--- src/rtl/riscv_pkg.sv ---
// ---------------------------------------------------------------------------
// riscv_pkg
//   Shared definitions for the instruction-memory loader.
//   Holds the loader state encoding, the default instruction width and the
//   derived bytes-per-word constant (BPW), plus a helper to compute the
//   bytes-per-word figure for any instruction width.
//   No ports (package).
// ---------------------------------------------------------------------------
package riscv_pkg;

    localparam int INST_WIDTH_DEFAULT = 32;
    localparam int BPW                = INST_WIDTH_DEFAULT / 8;

    // CHK is only reachable when IMEM_LOADER_CHECKSUM_EN is defined.
    typedef enum logic [2:0] {
        IDLE,
        RECV,
        WRITE,
        CHK,
        DONE
    } loader_state_t;

    function automatic int bytes_per_word(input int inst_width);
        return inst_width / 8;
    endfunction

endpackage

--- src/rtl/imem_loader_if.sv ---
// ---------------------------------------------------------------------------
// imem_loader_if
//   Groups the byte-stream handshake and the instruction-memory write port
//   of the loader.
//   Signals:
//     byte_valid / byte_data / byte_ready  : byte stream, valid/ready handshake
//     mem_wr_en / mem_wr_addr / mem_wr_data : instruction-memory write port
//   Modports:
//     slave  : the loader (consumes bytes, drives the memory write port)
//     master : the environment (stream source and memory sink)
// ---------------------------------------------------------------------------
interface imem_loader_if
    import riscv_pkg::*;
#(
    parameter int INST_WIDTH = 8 * BPW,
    parameter int MEM_SIZE   = 16
);
    localparam int AW = $clog2(MEM_SIZE);

    logic                  byte_valid;
    logic [7:0]            byte_data;
    logic                  byte_ready;
    logic                  mem_wr_en;
    logic [AW-1:0]         mem_wr_addr;
    logic [INST_WIDTH-1:0] mem_wr_data;

    modport slave (
        input  byte_valid, byte_data,
        output byte_ready, mem_wr_en, mem_wr_addr, mem_wr_data
    );

    modport master (
        output byte_valid, byte_data,
        input  byte_ready, mem_wr_en, mem_wr_addr, mem_wr_data
    );

endinterface

--- src/rtl/word_assembler.sv ---
// ---------------------------------------------------------------------------
// word_assembler
//   Packs accepted bytes little-endian into an INST_WIDTH-bit word.
//   Ports:
//     clk, reset  : clock and synchronous active-high reset
//     clear       : drops any partial word and restarts at byte 0
//     accept      : byte_in is consumed this cycle
//     byte_in     : stream byte
//     word        : assembled word (complete the cycle after last_byte)
//     last_byte   : the byte consumed this cycle completes a word
// ---------------------------------------------------------------------------
module word_assembler
    import riscv_pkg::*;
#(
    parameter int INST_WIDTH = 8 * BPW
) (
    input  logic                  clk,
    input  logic                  reset,
    input  logic                  clear,
    input  logic                  accept,
    input  logic [7:0]            byte_in,
    output logic [INST_WIDTH-1:0] word,
    output logic                  last_byte
);

    localparam int WORD_BYTES = bytes_per_word(INST_WIDTH);
    localparam int CW         = (WORD_BYTES > 1) ? $clog2(WORD_BYTES) : 1;
    localparam logic [CW-1:0] LAST_IDX = CW'(WORD_BYTES - 1);

    logic [CW-1:0] byte_cnt;

    assign last_byte = accept && (byte_cnt == LAST_IDX);

    // Bytes enter at the top and shift down, so after WORD_BYTES accepts the
    // first byte sits in bits [7:0] and the last in the top byte lane.
    always_ff @(posedge clk) begin
        if (reset || clear) begin
            byte_cnt <= '0;
            word     <= '0;
        end else if (accept) begin
            byte_cnt <= last_byte ? '0 : byte_cnt + CW'(1);
            word     <= INST_WIDTH'({byte_in, word} >> 8);
        end
    end

endmodule

--- src/rtl/imem_loader.sv ---
// ---------------------------------------------------------------------------
// imem_loader
//   Writer side of the instruction-memory path. Accepts a byte stream,
//   packs bytes little-endian into INST_WIDTH-bit words and writes them to
//   consecutive addresses starting at 0, holding the core in reset meanwhile.
//   Ports:
//     clk, reset  : clock and synchronous active-high reset
//     start       : begin a load (sampled only in IDLE)
//     num_words   : number of words to load, clamped to MEM_SIZE
//     bus         : byte stream + memory write port (imem_loader_if.slave)
//     core_hold   : hold the core in reset while not IDLE
//     busy        : not IDLE
//     done        : one-cycle completion pulse
//     err         : checksum mismatch, sticky until the next start
//   Optional feature: IMEM_LOADER_CHECKSUM_EN adds a trailing checksum byte
//   (8-bit sum of all data bytes) checked in a CHK state. Without it err
//   is tied to 0.
// ---------------------------------------------------------------------------
module imem_loader
    import riscv_pkg::*;
#(
    parameter int INST_WIDTH = 8 * BPW,
    parameter int MEM_SIZE   = 16
) (
    input  logic                     clk,
    input  logic                     reset,
    input  logic                     start,
    input  logic [$clog2(MEM_SIZE):0] num_words,
    imem_loader_if.slave             bus,
    output logic                     core_hold,
    output logic                     busy,
    output logic                     done,
    output logic                     err
);

    localparam int AW = $clog2(MEM_SIZE);
    localparam logic [AW:0] MAX_WORDS = (AW + 1)'(MEM_SIZE);

    loader_state_t         state;
    loader_state_t         next_state;
    logic [AW-1:0]         index;
    logic [AW:0]           count;
    logic [AW:0]           start_words;
    logic                  data_accept;
    logic                  last_byte;
    logic                  last_word;
    logic [INST_WIDTH-1:0] word;

    assign start_words = (num_words > MAX_WORDS) ? MAX_WORDS : num_words;
    assign last_word   = (({1'b0, index}) + (AW + 1)'(1)) == count;
    assign data_accept = (state == RECV) && bus.byte_valid;

    // Clearing in IDLE guarantees a word cut short by reset or a previous
    // load never leaks bytes into the next load.
    word_assembler #(
        .INST_WIDTH (INST_WIDTH)
    ) u_word_assembler (
        .clk       (clk),
        .reset     (reset),
        .clear     (state == IDLE),
        .accept    (data_accept),
        .byte_in   (bus.byte_data),
        .word      (word),
        .last_byte (last_byte)
    );

    always_ff @(posedge clk) begin
        if (reset) begin
            state <= IDLE;
        end else begin
            state <= next_state;
        end
    end

    // Everything except IDLE holds the core; the write port is only non-zero
    // during the single WRITE cycle.
    always_comb begin
        next_state      = state;
        bus.byte_ready  = 1'b0;
        bus.mem_wr_en   = 1'b0;
        bus.mem_wr_addr = '0;
        bus.mem_wr_data = '0;
        busy            = 1'b1;
        core_hold       = 1'b1;
        done            = 1'b0;
        case (state)
            IDLE: begin
                busy      = 1'b0;
                core_hold = 1'b0;
                if (start) begin
                    next_state = (start_words == '0) ? DONE : RECV;
                end
            end
            RECV: begin
                bus.byte_ready = 1'b1;
                if (last_byte) begin
                    next_state = WRITE;
                end
            end
            WRITE: begin
                bus.mem_wr_en   = 1'b1;
                bus.mem_wr_addr = index;
                bus.mem_wr_data = word;
                if (last_word) begin
`ifdef IMEM_LOADER_CHECKSUM_EN
                    next_state = CHK;
`else
                    next_state = DONE;
`endif
                end else begin
                    next_state = RECV;
                end
            end
`ifdef IMEM_LOADER_CHECKSUM_EN
            CHK: begin
                bus.byte_ready = 1'b1;
                if (bus.byte_valid) begin
                    next_state = DONE;
                end
            end
`endif
            DONE: begin
                done       = 1'b1;
                next_state = IDLE;
            end
            default: begin
                next_state = IDLE;
            end
        endcase
    end

    // Word count is latched once at start; index advances after each
    // non-final write.
    always_ff @(posedge clk) begin
        if (reset) begin
            index <= '0;
            count <= '0;
        end else if (state == IDLE && start) begin
            index <= '0;
            count <= start_words;
        end else if (state == WRITE && !last_word) begin
            index <= index + AW'(1);
        end
    end

`ifdef IMEM_LOADER_CHECKSUM_EN
    logic [7:0] sum;
    logic       err_q;

    // Running mod-256 sum of data bytes; the trailing byte accepted in CHK is
    // compared against it and a mismatch latches err until the next start.
    always_ff @(posedge clk) begin
        if (reset) begin
            sum   <= '0;
            err_q <= 1'b0;
        end else if (state == IDLE && start) begin
            sum   <= '0;
            err_q <= 1'b0;
        end else begin
            if (data_accept) begin
                sum <= sum + bus.byte_data;
            end
            if (state == CHK && bus.byte_valid && bus.byte_data != sum) begin
                err_q <= 1'b1;
            end
        end
    end

    assign err = err_q;
`else
    assign err = 1'b0;
`endif

endmodule

--- src/flat_wrapper.sv ---
// flat-port wrapper written by rule: the top's interface ports become plain ports
module imem_loader_flat import riscv_pkg::*;
#(
    parameter int INST_WIDTH = 8 * BPW,
    parameter int MEM_SIZE   = 16
)
  (clk, reset, start, num_words, core_hold, busy, done, err, bus_byte_valid, bus_byte_data, bus_byte_ready, bus_mem_wr_en, bus_mem_wr_addr, bus_mem_wr_data);
  imem_loader_if #(.INST_WIDTH(INST_WIDTH), .MEM_SIZE(MEM_SIZE)) bus_i ();
  input  logic clk;
  input  logic reset;
  input  logic start;
  input  logic [$clog2(MEM_SIZE):0] num_words;
  output logic core_hold;
  output logic busy;
  output logic done;
  output logic err;
  input wire logic [$bits(bus_i.byte_valid)-1:0] bus_byte_valid;
  input wire logic [$bits(bus_i.byte_data)-1:0] bus_byte_data;
  output wire logic [$bits(bus_i.byte_ready)-1:0] bus_byte_ready;
  output wire logic [$bits(bus_i.mem_wr_en)-1:0] bus_mem_wr_en;
  output wire logic [$bits(bus_i.mem_wr_addr)-1:0] bus_mem_wr_addr;
  output wire logic [$bits(bus_i.mem_wr_data)-1:0] bus_mem_wr_data;
  assign bus_i.byte_valid = bus_byte_valid;
  assign bus_i.byte_data = bus_byte_data;
  assign bus_byte_ready = bus_i.byte_ready;
  assign bus_mem_wr_en = bus_i.mem_wr_en;
  assign bus_mem_wr_addr = bus_i.mem_wr_addr;
  assign bus_mem_wr_data = bus_i.mem_wr_data;
  imem_loader #(.INST_WIDTH(INST_WIDTH), .MEM_SIZE(MEM_SIZE)) u_core (.clk(clk), .reset(reset), .start(start), .num_words(num_words), .bus(bus_i), .core_hold(core_hold), .busy(busy), .done(done), .err(err));
endmodule
--- config.mk ---
export PLATFORM = sky130hd
export DESIGN_NAME = imem_loader_flat
export DESIGN_NICKNAME = d
export VERILOG_FILES = /design/src/rtl/riscv_pkg.sv /design/src/rtl/imem_loader_if.sv /design/src/rtl/word_assembler.sv /design/src/rtl/imem_loader.sv /design/src/flat_wrapper.sv
export SDC_FILE = /design/constraint.sdc
export NUM_CORES = 1
export LEC_CHECK = 0
export CAP_MARGIN = 20
export CORE_UTILIZATION = 44
export CTS_BUF_LIST = sky130_fd_sc_hd__clkbuf_8
export CTS_CLUSTER_SIZE = 28
export DETAILED_ROUTE_END_ITERATION = 7
export PLACE_DENSITY = 0.78
export SLEW_MARGIN = 20
export SYNTH_ARGS = -nofsm -noshare
export SYNTH_HDL_FRONTEND = slang
export SYNTH_SLANG_ARGS = --single-unit
--- constraint.sdc ---
create_clock -name clk -period 1.75 [get_ports clk]
set_input_delay 0.2625 -clock clk [delete_from_list [all_inputs] [get_ports clk]]
set_output_delay 0.2625 -clock clk [all_outputs]
set_load 0.02 [all_outputs]
# After elaboration in Yosys (flattened, before gate mapping)

Index checks and enable logic that the tools add are counted.

Register bits: 46
Word-level logic and storage cells: 39
Input bits: 17
Output and inout bits: 42

$lt $le $gt $ge: 1
Equal/unequal tests: 7
Muxes and demuxes: 13
Add/subtract/negate cells: 3
Reduce and logical (&&, ||, !) cells: 10

Operators with widths:

| operator                                                         | count |
|---|---|
| 32-bit 2-to-1 mux                                                | 1 |
| 3-bit 2-to-1 mux                                                 | 4 |
| 3-bit case mux with 3 select lines                               | 1 |
| 4-bit by 1-bit adder with 5-bit output (second input constant)   | 1 |
| 5-bit == test                                                    | 1 |
| 5-bit greater-than comparator (second input constant)            | 1 |
| 5-bit zero test                                                  | 1 |
| 5-bit 2-to-1 mux                                                 | 1 |
| 4-bit by 1-bit adder with 4-bit output (second input constant)   | 1 |
| 1-bit logical AND                                                | 4 |
| 1-bit 2-to-1 mux                                                 | 4 |
| 4-bit 2-to-1 mux                                                 | 1 |
| 2-bit != test (second input constant)                            | 2 |
| 3-bit by 1-bit == test with 1-bit output (second input constant) | 1 |
| 3-bit by 2-bit == test with 1-bit output (second input constant) | 1 |
| 3-bit == test (second input constant)                            | 1 |
| 3-bit zero test                                                  | 1 |
| 2-bit by 1-bit adder with 2-bit output (second input constant)   | 1 |
| 2-bit == test (second input constant)                            | 1 |
| 2-bit 2-to-1 mux                                                 | 1 |
| 2-bit AND reduction                                              | 1 |
| 2-bit OR reduction                                               | 1 |
| 1-bit zero test                                                  | 1 |
| 1-bit logical OR                                                 | 1 |

# Depth between registers and ports, before layout

Word-level depth: 6
Mapped depth: 7
Mapped depth without buffers: 7

# Hierarchy

From an unflattened synthesis, not the netlist that was laid out.

Cell total of the unflattened synthesis: 241
Area, all modules: 2,203.4 um^2

By module, submodules not included:

| module         | instances | cells an instance | area each (um^2) | sequential area each (um^2) |
|---|---|---|---|---|
| word_assembler | 1         | 114               | 1,229.9          | 680.7 |
| imem_loader    | 1         | 127               | 973.4            | 240.2 |

# Worst setup path before layout

No wires, ideal clock.

Kind: flip-flop to flip-flop
Start point: register u_core.index[0]
End point: register u_core.index[0]
Library setup time: 0.117 ns
Data required time: 1.633 ns
Path slack: 0.009 ns
Path buffers: 0
Clock period less this slack: 1.741 ns
Stages on the path, launching flop included: 8
Arrival: 1.624 ns
Cell sequence: dfxtp_1 ha_1 xor2_1 a211o_1 a211o_1 nand2_2 xor2_1 nor2_1

Word-level cells in the longest chain between the ends: 4
Elaborated cells between the ends (all ways): 5
Classes of those cells: add/sub (2); eq/ne (1); reduce/logical (2)

RTL lines:

| what                                   | line               | source |
|---|---|---|
| start: declaration                     | imem_loader.sv:41  | `logic [AW-1:0] index;` |
| start signal: assignment               | imem_loader.sv:142 | `index <= index + AW'(1);` |
| 4-bit by 1-bit adder with 5-bit output | imem_loader.sv:50  | `assign last_word = (({1'b0, index}) + (AW + 1)'(1)) == count;` |
| 5-bit == test                          | imem_loader.sv:50  |  |
| 1-bit zero test                        | imem_loader.sv:141 | `end else if (state == WRITE && !last_word) begin` |
| 1-bit logical AND                      | imem_loader.sv:141 |  |

Several ways; a longest one is shown, not always the timed one.
A chain may end at the register's enable or synchronous reset.

# Worst setup path after layout

Start point: register u_core.index[1]
End point: register u_core.state[2]

Word-level cells in the longest chain between the ends: 4

RTL lines:

| what                                   | line               | source |
|---|---|---|
| 4-bit by 1-bit adder with 5-bit output | imem_loader.sv:50  |  |
| 5-bit == test                          | imem_loader.sv:50  |  |
| 3-bit 2-to-1 mux                       | imem_loader.sv:104 | `if (last_word) begin` |
| 3-bit case mux with 3 select lines     | imem_loader.sv:86  | `case (state)` |
| end signal: assignment                 | imem_loader.sv:71  | `state <= next_state;` |
| end: declaration                       | imem_loader.sv:39  | `loader_state_t state;` |

No other way between the ends.

==> impl_summary.txt <==
----------------------------------------------------
[Synth]
  Sequential fraction of the synthesis area ... between 40% and 50%
  Top-area cell type share of the netlist area ... 44.23%
  Most frequent cell after synthesis ... sky130_fd_sc_hd__nand2_1
  Top cells by area, synth ... sky130_fd_sc_hd__dfxtp_1 (44%), sky130_fd_sc_hd__nand2_1 (14%), sky130_fd_sc_hd__and2_1 (11%)
  Most common library cells after synthesis ... sky130_fd_sc_hd__nand2_1 (78), sky130_fd_sc_hd__dfxtp_1 (46), sky130_fd_sc_hd__a21oi_1 (43)
  #FFs+latches synth ... 46
  Distinct cell type count of the synthesized netlist ... 30
  Total standard cell area after synthesis ... around 0.0021 mm²
  Post-Synthesis Mean Instance Area ... 7.683 µm²
  Top_reg_cell synth ... sky130_fd_sc_hd__dfxtp_1
  Post-Syn Instances ... 271
  Cell type contributing the most total cell area after synthesis ... sky130_fd_sc_hd__dfxtp_1
  EDFF count, synth ... 0
  Post-Syn Nets ... 290
  Warnings from Yosys ... 0
  Async set or reset register ratio after synthesis ... 0%

[Route]
  Count of vias placed by the detailed router ... 1887
  Detailed-routing iteration count for the pre-antenna-repair pass ... 6
  DRT iter0 DRCs ... 166
  Via-per-instance ratio ... between 4 and 5
  Detailed-route wire length per cell ... 11.57 µm
  Drt drc ... 0
  DRT Wirelength ... ~4500 µm
  Antenna violation net count after detailed routing ... 0

[STA]
  Number of pins with negative max-slew slack in the final report ... 0
  Count of endpoints failing hold in the final timing report ... 0
  Setup violations, final ... 2
  Unrepaired setup endpoints after global routing ... true
  Time the final worst path needs with I/O delays and setup ... 1.777 ns
  PnR worst setup slack ... -0.02744 ns
  Crit share post-route ... 101.6%
  Maximum clock frequency ... 0.5626 GHz
  Worst Clk Skew ... about 0.011 ns

[Floorplanning]
  Area of the placeable core ... roughly 0.0044 mm²
  Die outline width ... approximately 71 µm
  Top-level port count ... 59
  Area of the die ... approximately 0.005 mm²
  Total number of placement rows ... 24
  Y dimension of the die ... about 71 µm
  Effective utilization at floorplan ... 46.85%

[Clocking]
  Number of CTS-inserted buffers ... 5
  Clock input transition at the sequential cells of the worst setup and hold paths ... 0.08 ns
  Maximum count of clock buffers along a single path ... 2
  Root Buffer ... sky130_fd_sc_hd__clkbuf_8
  Number of buffers inserted for hold repair after clock tree synthesis ... 0
  Total clock sinks ... between 40 and 50
  Clock tree from TritonCTS ... built
  Clock latency on the worst-skew pair ... around 0.29 ns
  CTS H-tree lvls ... 2

[GRT]
  Number of antenna violations at the first check in global routing ... 0
  Tot GR Track Use ... 18.40%
  First-pass GRT wire length ... 7452 µm
  Largest net degree at the start of global routing ... 35
  Via count of the first global-routing pass ... 1700
  Overflow left after global routing ... 0

[Worst setup path]
  CP arrival ... 1.99 ns
  Worst stage delay on the critical path ... 0.34 ns
  Crit-path most repeated cell ... sky130_fd_sc_hd__a211o_1
  Critical-path cell with the highest stage delay ... sky130_fd_sc_hd__dfxtp_2
  Register-to-register setup slack ... -0.03 ns
  Type of element launching the critical path ... flip-flop
  Cell-by-cell listing of the critical path ... ha_4 -> xor2_1 -> a211o_1 -> a211o_1 -> buf_4 -> o32a_1 -> nor3_2
  Top Family by Delay on Critical Path ... compound AO/OA/AOI/OAI gates
  Launch instance of the worst register-to-register path ... u_core.index[1]$_SDFFE_PP0P_
  Launching element of the worst setup path ... u_core.index[1]$_SDFFE_PP0P_
  Total buffers and inverters traversed by the critical path ... 1
  Critical path start-end classification ... flip-flop to flip-flop
  Peak fanout along the critical path ... 3
  Critical path required time ... 1.96 ns
  Type of element capturing the critical path ... flip-flop

[Power]
  Total power per unit cell area ... ~700 mW/mm²
  Worst vdd ir ... 0.4723 mV
  P_leak ... 1.091 nW

[Status]
  Violated checks ... negative setup slack
  Run status ... finished with violations

[Layout]
  Final std cells w/o fill ... 388
  Final design area excluding fillers ... 0.002740 mm²
  Antenna diode count ... 0
  Post-layout utilization of the core ... 61.66%
  Area of the multi-input gates ... approximately 0.0011 mm²
  Synthesis-to-finish area growth ... 31.61%
  Layout Nets ... 354
  FF+latch area ... 923.4 µm²
  # fillers ... 414
  Share of cells above drive strength 1 ... 20.83%

[Hold path]
  Origin of the worst min-delay path ... u_core.u_word_assembler.word[4]$_SDFFE_PP0P_
  Kind of path behind the tightest hold check ... flip-flop to flip-flop

[Placement]
  Port Buf Inserts ... 57
  Post-detailed-placement cell area ... 0.002790 mm²
  Routability cong. ... 0.8340
  Number of placed cells counting well taps ... 378
  Estimated wirelength of the detail-placed design ... approximately 3100 µm

[Run]
  Count of maximum capacitance violations ... 0

----------------------------------------------------
-- cells by family after synthesis --
group | after synthesis | synth area share (%)
compound gates | 50 | 12.74
xor+xnor | 8 | 3.365
fa+ha+maj | 2 | 1.202
buf+inv | 20 | 4.146
flops | 46 | 44.23
other cells | 1 | 0.1801
simple gates | 144 | 34.14
-- per-layer routing --
layer | vias up | GRT usage, % | wire [µm]
met1 | 849 | 22.74 | 2127
met2 | 31 | 33.01 | 2188
met3 | 5 | 2.991 | 130
met4 | 0 | 5.333 | 45
met5 | - | 0 | 0
li1 | 1002 | - | -
-- worst register-to-register path, delay by kind of cell (launching register included) --
kind            cells  cell delay [ns]
compound gates      3             0.66
flops               1             0.34
simple gates        1             0.16
buf+inv             1             0.15
xor+xnor            1             0.15
fa+ha+maj           1             0.24
-- state kept, by name (all words and copies together), names as in the netlist --
name,cells
u_core.u_word_assembler.word,32
u_core.count,5
u_core.u_word_assembler.byte_cnt,2
u_core.state,3
u_core.index,4
-- metrics by stage --
stage | setup TNS (ns) | setup slack (ns) | hold slack (ns) | power (mW)
2_1_floorplan | 0 | 0.009251 | 0.3985 | 1.247
4_1_cts | -0.01435 | -0.01435 | 0.4528 | 1.960
3_3_place_gp | -0.1560 | -0.03798 | 0.4382 | 1.364
3_5_place_dp | -0.6694 | -0.05982 | 0.4420 | 1.368
5_1_grt | -0.2127 | -0.07597 | 0.4691 | 2.042
6_report | -0.04610 | -0.02744 | 0.4500 | 1.956
-- cells in the final DEF, fill, tap and decap left out, types with 2 or more instances in the layout --
cell type                         netlist  final
sky130_fd_sc_hd__buf_2                  3     27
sky130_fd_sc_hd__nand3b_1               4      4
sky130_fd_sc_hd__nor2_1                 5      5
sky130_fd_sc_hd__nand2_1               78     78
sky130_fd_sc_hd__a211o_1                2      2
sky130_fd_sc_hd__nor3_1                 3      3
sky130_fd_sc_hd__and2_1                38     38
sky130_fd_sc_hd__o21ai_0                2      2
sky130_fd_sc_hd__dfxtp_2                0      2
sky130_fd_sc_hd__nand2b_1               2      2
sky130_fd_sc_hd__a21oi_1               43     43
sky130_fd_sc_hd__inv_1                  2      3
sky130_fd_sc_hd__clkdlybuf4s15_2        0      2
sky130_fd_sc_hd__xnor2_1                4      4
sky130_fd_sc_hd__clkbuf_2               0      9
sky130_fd_sc_hd__clkdlybuf4s50_1        0     16
sky130_fd_sc_hd__dfxtp_1               46     44
sky130_fd_sc_hd__nand3_1                4      4
sky130_fd_sc_hd__nor3b_4                0      2
sky130_fd_sc_hd__clkbuf_8               0      5
sky130_fd_sc_hd__buf_6                  0      2
sky130_fd_sc_hd__dlygate4sd2_1          0      2
sky130_fd_sc_hd__buf_4                  2     14
sky130_fd_sc_hd__xor2_1                 4      4
sky130_fd_sc_hd__buf_12                 0      2
sky130_fd_sc_hd__nor3b_1                3      3
-- path summary, 6_finish.rpt --
check	end	cells past startpoint
min reg2reg	u_core.u_word_assembler.word[4]$_SDFFE_PP0P_	2
max	u_core.state[2]$_SDFFE_PP0P_	7
max reg2reg	u_core.state[2]$_SDFFE_PP0P_	7
min	u_core.u_word_assembler.word[4]$_SDFFE_PP0P_	2
-- area by class of cell --
type                       instances  area share [%]
clock inverter                     3          0.6393
clock buffer                       5           2.511
tap                               52           2.374
timing repair buffer              75           20.37
multi-input combinational        205           40.14
inverter                           2          0.2740
sequential                        46           33.70
-- report_power, final --
group	internal, mW	switching [mW]	total (mW)
sequential	1.06	0.0112	1.07
combinational	0.118	0.150	0.268
clock	0.276	0.341	0.617
-- repair_timing --
item | in CTS | in global routing
endpoints found under the setup margin | 45 | 42
gates resized for setup | 111 | 40
buffers inserted | 0 | 2
pin swaps | 2 | 4
cloned | 0 | 0
No activity file was read; power rests on OpenSTA's default activity.
